$ cat config.mk
export PLATFORM = sky130hd
export DESIGN_NAME = uart_cmd_tx
export DESIGN_NICKNAME = d
export VERILOG_FILES = /design/src/rtl/uart_cmd_pkg.sv /design/src/rtl/uart_frame_ser.sv /design/src/rtl/uart_cmd_tx.sv
export SDC_FILE = /design/constraint.sdc
export NUM_CORES = 1
export LEC_CHECK = 0
export CAP_MARGIN = 0
export CORE_UTILIZATION = 37
export CTS_CLUSTER_SIZE = 10
export DETAILED_ROUTE_END_ITERATION = 8
export PLACE_DENSITY = 0.69
export SYNTH_ARGS = -nofsm -noshare
export SYNTH_HDL_FRONTEND = slang
export SYNTH_HIERARCHICAL = 1
export SYNTH_SLANG_ARGS = --single-unit
$ cat constraint.sdc
create_clock -name i_clk -period 2.2 [get_ports i_clk]
set_input_delay 0.44 -clock i_clk [delete_from_list [all_inputs] [get_ports i_clk]]
set_output_delay 0.44 -clock i_clk [all_outputs]
set_load 0.01 [all_outputs]
$ cat src/rtl/uart_cmd_pkg.sv
// Shared constants for the UART command transmitter: opcodes, command encodings, FSM states.
// UART_PARITY_EN adds the PARITY state; without it frames are start/8 data/stop.
package uart_cmd_pkg;

    localparam logic [7:0] OPC_RF_WR   = 8'hAA;
    localparam logic [7:0] OPC_RF_RD   = 8'hBB;
    localparam logic [7:0] OPC_ALU_OP  = 8'hCC;
    localparam logic [7:0] OPC_ALU_NOP = 8'hDD;

    localparam logic [1:0] CMD_RF_WR   = 2'b00;
    localparam logic [1:0] CMD_RF_RD   = 2'b01;
    localparam logic [1:0] CMD_ALU_OP  = 2'b10;
    localparam logic [1:0] CMD_ALU_NOP = 2'b11;

    typedef enum logic [2:0] {
        ST_IDLE   = 3'd0,
        ST_START  = 3'd1,
        ST_DATA   = 3'd2,
`ifdef UART_PARITY_EN
        ST_PARITY = 3'd3,
`endif
        ST_STOP   = 3'd4
    } ser_state_t;

    typedef struct packed {
        logic [1:0] typ;
        logic [7:0] addr;
        logic [7:0] wdata;
        logic [7:0] op_a;
        logic [7:0] op_b;
        logic [7:0] fun;
    } cmd_t;

    function automatic logic [1:0] cmd_last_idx(input logic [1:0] typ);
        logic [1:0] r_last;
        case (typ)
            CMD_RF_WR:  r_last = 2'd2;
            CMD_ALU_OP: r_last = 2'd3;
            default:    r_last = 2'd1;
        endcase
        return r_last;
    endfunction

    function automatic logic [7:0] cmd_byte(input cmd_t cmd, input logic [1:0] idx);
        logic [7:0] r_b;
        r_b = 8'h00;
        case (cmd.typ)
            CMD_RF_WR: begin
                case (idx)
                    2'd0:    r_b = OPC_RF_WR;
                    2'd1:    r_b = cmd.addr;
                    default: r_b = cmd.wdata;
                endcase
            end
            CMD_RF_RD:  r_b = (idx == 2'd0) ? OPC_RF_RD : cmd.addr;
            CMD_ALU_OP: begin
                case (idx)
                    2'd0:    r_b = OPC_ALU_OP;
                    2'd1:    r_b = cmd.op_a;
                    2'd2:    r_b = cmd.op_b;
                    default: r_b = cmd.fun;
                endcase
            end
            default:    r_b = (idx == 2'd0) ? OPC_ALU_NOP : cmd.fun;
        endcase
        return r_b;
    endfunction

endpackage

$ cat src/rtl/uart_frame_ser.sv
// One-byte UART frame serializer; every state/line change happens on a TICK edge.
// Takes the next byte from STOP directly (no idle gap); UART_PARITY_EN inserts a parity bit.
module uart_frame_ser
    import uart_cmd_pkg::*;
#(
    parameter bit PAR_TYP = 1'b0
) (
    input  logic       i_clk,
    input  logic       i_rst,
    input  logic       i_tick,
    input  logic       i_load,
    input  logic [7:0] i_byte,
    output logic       o_take,
    output logic       o_done,
    output logic       o_tx
);

    ser_state_t r_state;
    logic [2:0] r_bit_cnt;
    logic [7:0] r_shift;
    logic       r_tx;
    logic       w_boundary;

    assign w_boundary = (r_state == ST_IDLE) || (r_state == ST_STOP);
    assign o_take     = i_tick & i_load & w_boundary;
    assign o_done     = i_tick & ~i_load & (r_state == ST_STOP);
    assign o_tx       = r_tx;

`ifdef UART_PARITY_EN
    logic r_par;

    always_ff @(posedge i_clk) begin
        if (i_rst) begin
            r_par <= 1'b0;
        end else if (o_take) begin
            r_par <= (^i_byte) ^ PAR_TYP;
        end
    end
`else
    logic w_unused_par_typ;
    assign w_unused_par_typ = PAR_TYP;
`endif

    always_ff @(posedge i_clk) begin
        if (i_rst) begin
            r_state   <= ST_IDLE;
            r_bit_cnt <= 3'd0;
            r_shift   <= 8'h00;
            r_tx      <= 1'b1;
        end else if (i_tick) begin
            case (r_state)
                ST_IDLE, ST_STOP: begin
                    r_bit_cnt <= 3'd0;
                    if (i_load) begin
                        r_state <= ST_START;
                        r_shift <= i_byte;
                        r_tx    <= 1'b0;
                    end else begin
                        r_state <= ST_IDLE;
                        r_tx    <= 1'b1;
                    end
                end
                ST_START: begin
                    r_state <= ST_DATA;
                    r_tx    <= r_shift[0];
                    r_shift <= r_shift >> 1;
                end
                ST_DATA: begin
                    // r_bit_cnt counts data bits already on the line; 7 means d7 is showing
                    if (r_bit_cnt == 3'd7) begin
                        r_bit_cnt <= 3'd0;
`ifdef UART_PARITY_EN
                        r_state   <= ST_PARITY;
                        r_tx      <= r_par;
`else
                        r_state   <= ST_STOP;
                        r_tx      <= 1'b1;
`endif
                    end else begin
                        r_bit_cnt <= r_bit_cnt + 3'd1;
                        r_tx      <= r_shift[0];
                        r_shift   <= r_shift >> 1;
                    end
                end
`ifdef UART_PARITY_EN
                ST_PARITY: begin
                    r_state <= ST_STOP;
                    r_tx    <= 1'b1;
                end
`endif
                default: begin
                    r_state <= ST_IDLE;
                    r_tx    <= 1'b1;
                end
            endcase
        end
    end

endmodule

$ cat src/rtl/uart_cmd_tx.sv
// Command sequencer: latches a command in IDLE and streams its opcode/payload bytes as UART frames.
// Start waits for the first TICK after acceptance; DONE pulses once, CMD_READY returns the cycle after (parity: UART_PARITY_EN).
module uart_cmd_tx
    import uart_cmd_pkg::*;
#(
    parameter bit PAR_TYP = 1'b0
) (
    input  logic       i_clk,
    input  logic       i_rst,
    input  logic       i_tick,
    input  logic       i_cmd_valid,
    input  logic [1:0] i_cmd_type,
    input  logic [7:0] i_cmd_addr,
    input  logic [7:0] i_cmd_wdata,
    input  logic [7:0] i_op_a,
    input  logic [7:0] i_op_b,
    input  logic [7:0] i_alu_fun,
    output logic       o_cmd_ready,
    output logic       o_tx_out,
    output logic       o_busy,
    output logic       o_done
);

    cmd_t       r_cmd;
    logic [1:0] r_byte_idx;
    logic       r_all_sent;
    logic       r_ready;
    logic       r_busy;
    logic       r_done;

    logic       w_accept;
    logic       w_load;
    logic       w_take;
    logic       w_frame_done;
    logic [7:0] w_byte;

    assign w_accept = i_cmd_valid & r_ready;
    // Nothing is offered to the serializer until the cycle after acceptance
    assign w_load   = r_busy & ~r_all_sent;
    assign w_byte   = cmd_byte(r_cmd, r_byte_idx);

    uart_frame_ser #(
        .PAR_TYP (PAR_TYP)
    ) u_ser (
        .i_clk  (i_clk),
        .i_rst  (i_rst),
        .i_tick (i_tick),
        .i_load (w_load),
        .i_byte (w_byte),
        .o_take (w_take),
        .o_done (w_frame_done),
        .o_tx   (o_tx_out)
    );

    always_ff @(posedge i_clk) begin
        if (i_rst) begin
            r_cmd      <= '0;
            r_byte_idx <= 2'd0;
            r_all_sent <= 1'b0;
            r_ready    <= 1'b1;
            r_busy     <= 1'b0;
            r_done     <= 1'b0;
        end else begin
            r_done <= 1'b0;
            if (w_accept) begin
                r_cmd      <= '{typ: i_cmd_type, addr: i_cmd_addr, wdata: i_cmd_wdata,
                                op_a: i_op_a, op_b: i_op_b, fun: i_alu_fun};
                r_byte_idx <= 2'd0;
                r_all_sent <= 1'b0;
                r_ready    <= 1'b0;
                r_busy     <= 1'b1;
            end
            if (w_take) begin
                if (r_byte_idx == cmd_last_idx(r_cmd.typ)) begin
                    r_all_sent <= 1'b1;
                end else begin
                    r_byte_idx <= r_byte_idx + 2'd1;
                end
            end
            if (w_frame_done) begin
                r_done <= 1'b1;
            end
            if (r_done) begin
                r_ready <= 1'b1;
                r_busy  <= 1'b0;
            end
        end
    end

    assign o_cmd_ready = r_ready;
    assign o_busy      = r_busy;
    assign o_done      = r_done;

endmodule
==> results.json, run 1 <==
{
  "outcome": "completed",
  "antenna_cells": 0,
  "die-area_mm2": 0.00866,
  "reg2regPathDepth": 8,
  "reg2reg_from": "r_byte_idx[1]",
  "ant_nets": 0,
  "total_power_w": 0.00259,
  "overflow": 0,
  "hold_viol": 0,
  "port_buffers": 49,
  "layout_common_cells": "nand2_1 (94), dfxtp_1 (62), a21oi_1 (54), clkdlybuf4s50_1 (48), nor2_1 (26)",
  "drt_iter0_drc": 92,
  "dr_total_vias": 2771,
  "wl_per_cell_um": 13.5,
  "synthToLayoutAreaGrowth_pct": 25.1,
  "path_buf_inv": 1,
  "r2r-end": "u_ser/r_shift[0]",
  "cts_buffer_depth": 2,
  "start_util_pct": 38.9,
  "layout.nets": 483,
  "tightest_slew_ns": 0.639,
  "antenna_found_initial": 0,
  "cts_buffers": 9,
  "gp_congestion": 0.857,
  "drc_errors": 0,
  "required_ns": 2.45,
  "synth_edf_count": 0,
  "ys_seq_area_share_pct": 41.1,
  "final_cell_count_no_fill": 538,
  "die_w_um": 93.1,
  "clock_latency_ns": 0.33,
  "clock_sinks": 63,
  "synthArstFlopShare_pct": 0,
  "switching_share_pct": 25.9,
  "hold_class": "reg -> reg",
  "clkPwrFrac_pct": 37.4,
  "max_freq_mhz": 494,
  "cap_violations": 0,
  "grt_pass1_wl_mm": 12.2,
  "dp_cells": 522,
  "drt-pass1-iter-count": 4,
  "maxSlewViolCount": 0,
  "crit_top_cell": "a211oi_1",
  "place_ws_ns": 0.0921,
  "netlist_instances": 389,
  "intPower_w": 0.00191,
  "reg2reg_slack_ns": 0.18,
  "cp_top_family": "simple AND/OR/NAND/NOR gates",
  "setup_tns_ns": 0,
  "grt_pass1_vias": 2629,
  "comb_power_share_pct": 14.0,
  "io_pins": 50,
  "worst_slack_ns": 0.176,
  "skew_ns": 0.00815,
  "hold_path_startpoint": "r_cmd[8]",
  "wirelength_mm": 7.24,
  "grt_max_degree": 45,
  "crit_slowest_cell": "or4b_1",
  "layout_commonest_cell": "nand2_1",
  "rows": 32,
  "grtUsageTotal_pct": 18.0,
  "crit_type": "reg -> reg",
  "ys_warn_count": 6,
  "leakage_nw": 1.38,
  "critPathMaxFanout": 12,
  "min_path_cells": 2,
  "min_to": "r_cmd[8]",
  "fin_crit_sh_pct": 92.0,
  "ys_types": 45,
  "syn_nets": 441,
  "grt_setup_unrepaired": "no",
  "end_kind": "flip-flop",
  "post-route-min-period_ns": 2.02,
  "pwr_density_cell_mw_per_mm2": 673,
  "synthFlopType": "dfxtp_1",
  "path_clk_slew_ns": 0.07,
  "coreArea_mm2": 0.00789,
  "synth_area_mm2": 0.00307,
  "crit_chain": "inv_1 -> ha_2 -> or4b_1 -> a21oi_1 -> a211oi_1 -> nor2_1 -> mux2i_1 -> a211oi_1",
  "cts_tree": "yes",
  "ir_drop_uv": 276,
  "ys_seq_elements": 63,
  "routed_via_density": 5.15,
  "crit_arrival_ns": 2.27,
  "p_sw_w": 0.000671,
  "syn_avg_cell_area_um2": 7.89,
  "hpwlAfterDp_mm": 5.14,
  "fill_cells": 770,
  "drive_above_1_share_pct": 9.17,
  "cts-root-buf": "clkbuf_8",
  "htree_levels": 3,
  "pwr-share-seq_pct": 48.6,
  "setup_viol": 0,
  "start_kind": "flip-flop",
  "die_h_um": 93.1,
  "relSlewSlack_pct": 57.4,
  "slowest_delay_ns": 0.54
}
==> cells by family after synthesis <==
family	synth area share, %
simple gates	24.0
xor+xnor	0.571
mux	4.40
compound gates	21.3
flops	41.1
buf+inv	6.16
fa+ha+maj	2.45
==> flip-flops by register name (all words and copies together) (netlist names) <==
signal	cells
o_done	1
o_cmd_ready	1
r_byte_idx	2
u_ser/r_state	3
u_ser/r_bit_cnt	3
u_ser/o_tx	1
r_all_sent	1
u_ser/r_shift	8
r_cmd	42
o_busy	1
==> tightest hold or removal path, cell delays in order (launching register included) <==
cell and delay, ns:
dfxtp_1 0.31, nand2_1 0.05, a21oi_1 0.05
==> layout make-up <==
cell class	count	area (um^2)	share of cell area, %
clock inverter	6	61.3	1.60
tap	102	128	3.32
multi-input combinational	288	1620	42.2
inverter	9	33.8	0.880
timing repair buffer	60	606	15.8
sequential	63	1260	32.9
clock buffer	10	128	3.32
==> repair_timing <==
action	CTS	global route
buffers inserted	0	0
hold buffers	0	0
endpoints found under the setup margin	0	6
gates resized for setup	0	2
==> per-stage QoR <==
stage	hold WS (ns)	utilization, %	cell area [um^2]
floorplan	0.431	-	3070
global placement	0.444	46.2	3650
detailed placement	0.448	46.2	3650
CTS	0.457	48.6	3840
global route	0.489	48.7	3840
finish	0.458	48.7	3840
==> cells in the mapped netlist (3+ instances only) <==
cell | n | area [um^2]
buf_6 | 5 | 56.3
mux2_2 | 4 | 45.0
o21a_1 | 5 | 37.5
nand2b_1 | 7 | 43.8
and2_1 | 3 | 18.8
buf_2 | 4 | 20.0
o21ai_0 | 17 | 85.1
inv_1 | 9 | 33.8
nand3_1 | 5 | 25.0
nand2_1 | 94 | 353
a21oi_1 | 54 | 270
ha_1 | 6 | 75.1
nor2b_1 | 6 | 37.5
nor3b_1 | 6 | 45.0
nor2_1 | 26 | 97.6
o211ai_1 | 5 | 37.5
mux2i_1 | 9 | 90.1
a22oi_1 | 5 | 37.5
dfxtp_1 | 63 | 1260
a211oi_1 | 8 | 60.1
clkbuf_1 | 19 | 71.3
==> routing by layer <==
layer  vias up  share of wire [%]  global-route usage (%)
li1       1416                  -                       -
met1      1275                 49                    24.1
met2        74                 45                    28.2
met3         6                4.8                    3.98
met4         0                1.0                    6.92
met5         -                  0                       0
==> power by group through the flow <==
stage | Sequential [W] | Combinational (W) | Clock [W]
floorplan | 0.00126 | 0.000228 | 0
global placement | 0.00128 | 0.000357 | 0
detailed placement | 0.00128 | 0.000362 | 0
CTS | 0.00126 | 0.000363 | 0.000992
global route | 0.00126 | 0.000402 | 0.00105
finish | 0.00126 | 0.000362 | 0.000966
==> how the worst max path moves through the flow <==
stage                              from          endpoint  cells past startpoint
final                     r_byte_idx[1]  u_ser/r_shift[0]                      8
after global routing      r_byte_idx[1]  u_ser/r_shift[6]                      9
after CTS                 r_byte_idx[1]  u_ser/r_shift[4]                      8
after detailed placement  r_byte_idx[1]  u_ser/r_shift[4]                      8
after global placement    r_byte_idx[1]  u_ser/r_shift[4]                      8
after floorplan           r_byte_idx[1]  u_ser/r_shift[0]                      9
(Power assumes the default switching activity.)
==> inputs of run 2 (changes only) <==
--- a/config.mk
+++ b/config.mk
@@ -9,6 +9,7 @@
 export CORE_UTILIZATION = 37
 export CTS_CLUSTER_SIZE = 10
 export DETAILED_ROUTE_END_ITERATION = 8
+export GPL_ROUTABILITY_DRIVEN = 0
 export PLACE_DENSITY = 0.69
 export SYNTH_ARGS = -nofsm -noshare
 export SYNTH_HDL_FRONTEND = slang
==> constraint.sdc (replaced) <==
create_clock -name i_clk -period 2.4 [get_ports i_clk]
set_input_delay 0.48 -clock i_clk [delete_from_list [all_inputs] [get_ports i_clk]]
set_output_delay 0.48 -clock i_clk [all_outputs]
set_load 0.01 [all_outputs]
==> results.json, run 2 (synthesized netlist as in run 1, its figures left out) <==
{
  "outcome": "completed",
  "crit_slowest_cell": "or4b_1",
  "start_kind": "flip-flop",
  "worst_slack_ns": 0.223,
  "ir_drop_uv": 288,
  "layout.nets": 479,
  "layout_commonest_cell": "nand2_1",
  "drc_errors": 0,
  "grt_pass1_vias": 2576,
  "rows": 32,
  "maxSlewViolCount": 0,
  "required_ns": 2.68,
  "antenna_found_initial": 0,
  "hold_path_startpoint": "r_cmd[30]",
  "leakage_nw": 1.35,
  "reg2regPathDepth": 8,
  "tightest_slew_ns": 0.599,
  "regMostFlops": "r_cmd",
  "overflow": 0,
  "reg2reg_from": "r_byte_idx[0]",
  "wirelength_mm": 6.99,
  "die_h_um": 93.1,
  "wl_per_cell_um": 13.1,
  "relSlewSlack_pct": 60.0,
  "cts_tree": "yes",
  "routed_via_density": 5.06,
  "grtUsageTotal_pct": 17.3,
  "crit_chain": "inv_1 -> ha_1 -> or4b_1 -> a21oi_1 -> a211oi_1 -> nor2_1 -> mux2i_1 -> a211oi_2",
  "synthToLayoutAreaGrowth_pct": 23.8,
  "total_power_w": 0.00232,
  "grt_pass1_wl_mm": 11.8,
  "drt-pass1-iter-count": 4,
  "comb_power_share_pct": 14.1,
  "die_w_um": 93.1,
  "htree_levels": 3,
  "post-route-min-period_ns": 2.18,
  "cap_violations": 0,
  "fin_crit_sh_pct": 90.7,
  "port_buffers": 49,
  "antenna_cells": 0,
  "dp_cells": 518,
  "path_buf_inv": 1,
  "cts-root-buf": "clkbuf_8",
  "min_to": "r_cmd[30]",
  "r2r-end": "u_ser/r_shift[4]",
  "drive_above_1_share_pct": 8.33,
  "clock_sinks": 63,
  "cts_buffers": 9,
  "clkPwrFrac_pct": 36.2,
  "coreArea_mm2": 0.00789,
  "max_freq_mhz": 459,
  "start_util_pct": 38.9,
  "drt_iter0_drc": 143,
  "grt_max_degree": 45,
  "min_path_cells": 2,
  "io_pins": 50,
  "place_ws_ns": 0.210,
  "dr_total_vias": 2702,
  "ant_nets": 0,
  "critPathMaxFanout": 15,
  "die-area_mm2": 0.00866,
  "switching_share_pct": 28.4,
  "setup_viol": 0,
  "crit_type": "reg -> reg",
  "hold_viol": 0,
  "final_cell_count_no_fill": 534,
  "top_regs": "r_cmd: 42 flops, u_ser/r_shift: 8 flops",
  "end_kind": "flip-flop",
  "largest_reg_flops": 42,
  "grt_setup_unrepaired": "no",
  "slowest_delay_ns": 0.53,
  "setup_tns_ns": 0,
  "path_clk_slew_ns": 0.07,
  "cp_top_family": "simple AND/OR/NAND/NOR gates",
  "pwr_density_cell_mw_per_mm2": 610,
  "cts_buffer_depth": 2,
  "skew_ns": 0.00828,
  "hpwlAfterDp_mm": 5.05,
  "layout_common_cells": "nand2_1 (94), dfxtp_1 (63), a21oi_1 (54), clkdlybuf4s50_1 (48), nor2_1 (26)",
  "ctsResizeCount": 0,
  "ctsHoldBuffers": 0,
  "reg2reg_slack_ns": 0.22,
  "hold_class": "reg -> reg",
  "clock_latency_ns": 0.35,
  "pwr-share-seq_pct": 49.7,
  "crit_arrival_ns": 2.45,
  "p_sw_w": 0.000658,
  "intPower_w": 0.00166,
  "cts_setup_buffers": 0
}
## run 2: changes by cell type in the layout (fill, tap and decap cells not counted)
cell        before  now
dfxtp_2          1    0
dfxtp_1         62   63
bufinv_16        1    0
inv_6            0    3
clkinv_2         3    1
buf_4            8    4
clkinvlp_4       1    2
clkbuf_1         1    0
## run 2: layout make-up
| type | instances | area (um^2) |
|---|---|---|
| sequential | 63 | 1260 |
| inverter | 9 | 33.8 |
| multi-input combinational | 288 | 1620 |
| tap | 102 | 128 |
| clock buffer | 9 | 124 |
| clock inverter | 7 | 55.1 |
| timing repair buffer | 56 | 576 |
| fill | 760 | 4090 |
## run 2: worst max path at each step
stage | startpoint | end | slack (ns) | cells after the start
3_5_place_dp | r_byte_idx[1] | u_ser/r_shift[4] | 0.21 | 8
6_report | r_byte_idx[0] | u_ser/r_shift[4] | 0.22 | 8
2_1_floorplan | r_byte_idx[1] | u_ser/r_shift[0] | 0.53 | 9
4_1_cts | r_byte_idx[0] | u_ser/r_shift[6] | 0.20 | 7
5_1_grt | r_byte_idx[0] | u_ser/r_shift[4] | 0.05 | 8
3_3_place_gp | r_byte_idx[1] | u_ser/r_shift[4] | 0.30 | 8
## run 2: metrics by stage
stage | hold slack (ns) | area, um^2 | utilization [%]
after floorplan | 0.431 | 3070 | -
after global placement | 0.444 | 3620 | 45.9
after detailed placement | 0.449 | 3620 | 45.9
after CTS | 0.460 | 3800 | 48.1
after global routing | 0.479 | 3800 | 48.2
final | 0.459 | 3800 | 48.2
## run 2: power groups by stage
| stage | registers (W) | logic (W) | clock network [W] |
|---|---|---|---|
| 4_1_cts | 0.00115 | 0.000327 | 0.000860 |
| 3_5_place_dp | 0.00118 | 0.000327 | 0 |
| 3_3_place_gp | 0.00117 | 0.000320 | 0 |
| 6_report | 0.00115 | 0.000325 | 0.000838 |
| 2_1_floorplan | 0.00115 | 0.000209 | 0 |
| 5_1_grt | 0.00116 | 0.000362 | 0.000908 |
## run 2: tightest hold or removal path, cell delays in order (launching register included)
cell	delay [ns]
dfxtp_1	0.31
nand2_1	0.05
a21oi_1	0.06
## run 2: per-layer routing
layer / GRT usage [%] / share of wire, % / vias up
met5: 0 / 0 / -
met1: 22.7 / 49 / 1230
met4: 6.15 / 2.1 / 0
met2: 27.0 / 44 / 57
met3: 5.12 / 4.7 / 12
li1: - / - / 1403
==> inputs of run 3 (changes only) <==
--- a/config.mk
+++ b/config.mk
@@ -6,11 +6,12 @@
 export NUM_CORES = 1
 export LEC_CHECK = 0
 export CAP_MARGIN = 0
-export CORE_UTILIZATION = 37
+export CORE_UTILIZATION = 45
 export CTS_CLUSTER_SIZE = 10
 export DETAILED_ROUTE_END_ITERATION = 8
 export GPL_ROUTABILITY_DRIVEN = 0
-export PLACE_DENSITY = 0.69
+export HOLD_SLACK_MARGIN = 0.12
+export PLACE_DENSITY = 0.79
 export SYNTH_ARGS = -nofsm -noshare
 export SYNTH_HDL_FRONTEND = slang
 export SYNTH_HIERARCHICAL = 1
==> results.json, run 3 (synthesized netlist as in run 1, its figures left out) <==
{
  "start_util_pct": 47.5,
  "path_buf_inv": 1,
  "final_cell_count_no_fill": 508,
  "start_kind": "flip-flop",
  "htree_levels": 3,
  "end_kind": "flip-flop",
  "ir_drop_uv": 382,
  "coreArea_mm2": 0.00646,
  "antenna_found_initial": 0,
  "grt_pass1_vias": 2544,
  "post-route-min-period_ns": 2.24,
  "outcome": "completed",
  "grt_pass1_wl_mm": 11.7,
  "critPathMaxFanout": 20,
  "hpwlAfterDp_mm": 4.87,
  "layout_commonest_cell": "nand2_1",
  "dr_total_vias": 2744,
  "top_regs": "r_cmd: 42 flops, u_ser/r_shift: 8 flops",
  "total_power_w": 0.00252,
  "crit_arrival_ns": 2.52,
  "cap_violations": 0,
  "largest_reg_flops": 42,
  "grtUsageTotal_pct": 20.5,
  "clock_latency_ns": 0.36,
  "relSlewSlack_pct": 51.8,
  "ant_nets": 0,
  "max_freq_mhz": 446,
  "slowest_delay_ns": 0.58,
  "layout_common_cells": "nand2_1 (94), dfxtp_1 (63), a21oi_1 (54), clkdlybuf4s50_1 (48), nor2_1 (26)",
  "crit_type": "reg -> reg",
  "antenna_cells": 0,
  "overflow": 0,
  "drt_iter0_drc": 136,
  "cp_top_family": "simple AND/OR/NAND/NOR gates",
  "drt-pass1-iter-count": 7,
  "multiInputGateArea_mm2": 0.00162,
  "setup_viol": 0,
  "hold_viol": 0,
  "layout.nets": 478,
  "die_h_um": 84.6,
  "rows": 29,
  "cts_tree": "yes",
  "die-area_mm2": 0.00715,
  "fill_cells": 593,
  "crit_chain": "inv_1 -> ha_1 -> or4b_1 -> a21oi_1 -> a211oi_1 -> nor2_1 -> mux2i_1 -> a211oi_2",
  "leakage_nw": 1.38,
  "die_w_um": 84.6,
  "clock_sinks": 63,
  "regMostFlops": "r_cmd",
  "dp_cells": 492,
  "ctsResizeCount": 0,
  "path_clk_slew_ns": 0.08,
  "cts_setup_buffers": 0,
  "grt_setup_unrepaired": "no",
  "grt_max_degree": 39,
  "skew_ns": 0.00901,
  "pwr_density_cell_mw_per_mm2": 663,
  "port_buffers": 49,
  "io_pins": 50,
  "cts_buffer_depth": 2,
  "tightest_slew_ns": 0.723,
  "fin_crit_sh_pct": 93.5,
  "wl_per_cell_um": 13.6,
  "cts_buffers": 9,
  "crit_slowest_cell": "or4b_1",
  "hold_class": "reg -> reg",
  "drc_errors": 0,
  "synthToLayoutAreaGrowth_pct": 24.0,
  "maxSlewViolCount": 0,
  "routed_via_density": 5.40,
  "ff_latch_area_mm2": 0.00126,
  "setup_tns_ns": 0,
  "cts-root-buf": "clkbuf_8",
  "drive_above_1_share_pct": 7.89,
  "ctsHoldBuffers": 0,
  "wirelength_mm": 6.91,
  "required_ns": 2.67
}
## run 3: worst reg2reg max path: stages, from the launching register on
cell	delay (ns)
dfxtp_1	0.40
inv_1	0.10
ha_1	0.44
or4b_1	0.59
a21oi_1	0.16
a211oi_1	0.07
nor2_1	0.10
mux2i_1	0.09
a211oi_2	0.22
## run 3: power breakdown
part / internal, W / switching [W] / total (W) / leakage [nW]
Sequential: 0.00110 / 0.0000477 / 0.00115 / 0.516
Combinational: 0.000170 / 0.000156 / 0.000326 / 0.748
Clock: 0.000598 / 0.000448 / 0.00105 / 0.115
## run 3: area by class of cell
class	count	area share [%]
multi-input cells	288	42.5
repair buffers	55	14.9
flip-flops and latches	63	33.1
clock inverters	7	2.73
well taps	77	2.53
clock buffers	9	3.25
inverters	9	0.888
## run 3: stage by stage
step	setup slack, ns	cell area (um^2)	utilization, %	hold slack, ns
floorplan	0.530	3070	-	0.431
global placement	0.306	3580	55.4	0.443
detailed placement	0.209	3580	55.4	0.447
CTS	0.179	3810	58.9	0.460
global route	0.00556	3810	58.9	0.478
finish	0.156	3810	58.9	0.455
## run 3: final timing paths
kind,start,to,slack (ns),cells after the start
setup reg to reg,r_byte_idx[1],u_ser/r_shift[4],0.16,8
setup / recovery,r_byte_idx[1],u_ser/r_shift[4],0.16,8
hold reg to reg,r_cmd[27],r_cmd[27],0.46,2
hold / removal,r_cmd[27],r_cmd[27],0.46,2
## run 3: per-layer routing
metal / up-vias / share of wire, % / global-route usage (%) / routed length (um)
met2: 53 / 46 / 32.2 / 3170
li1: 1408 / - / - / -
met5: - / 0 / 0 / 0
met4: 0 / 1.8 / 7.86 / 124
met3: 12 / 4.2 / 6.10 / 289
met1: 1271 / 48 / 26.6 / 3330
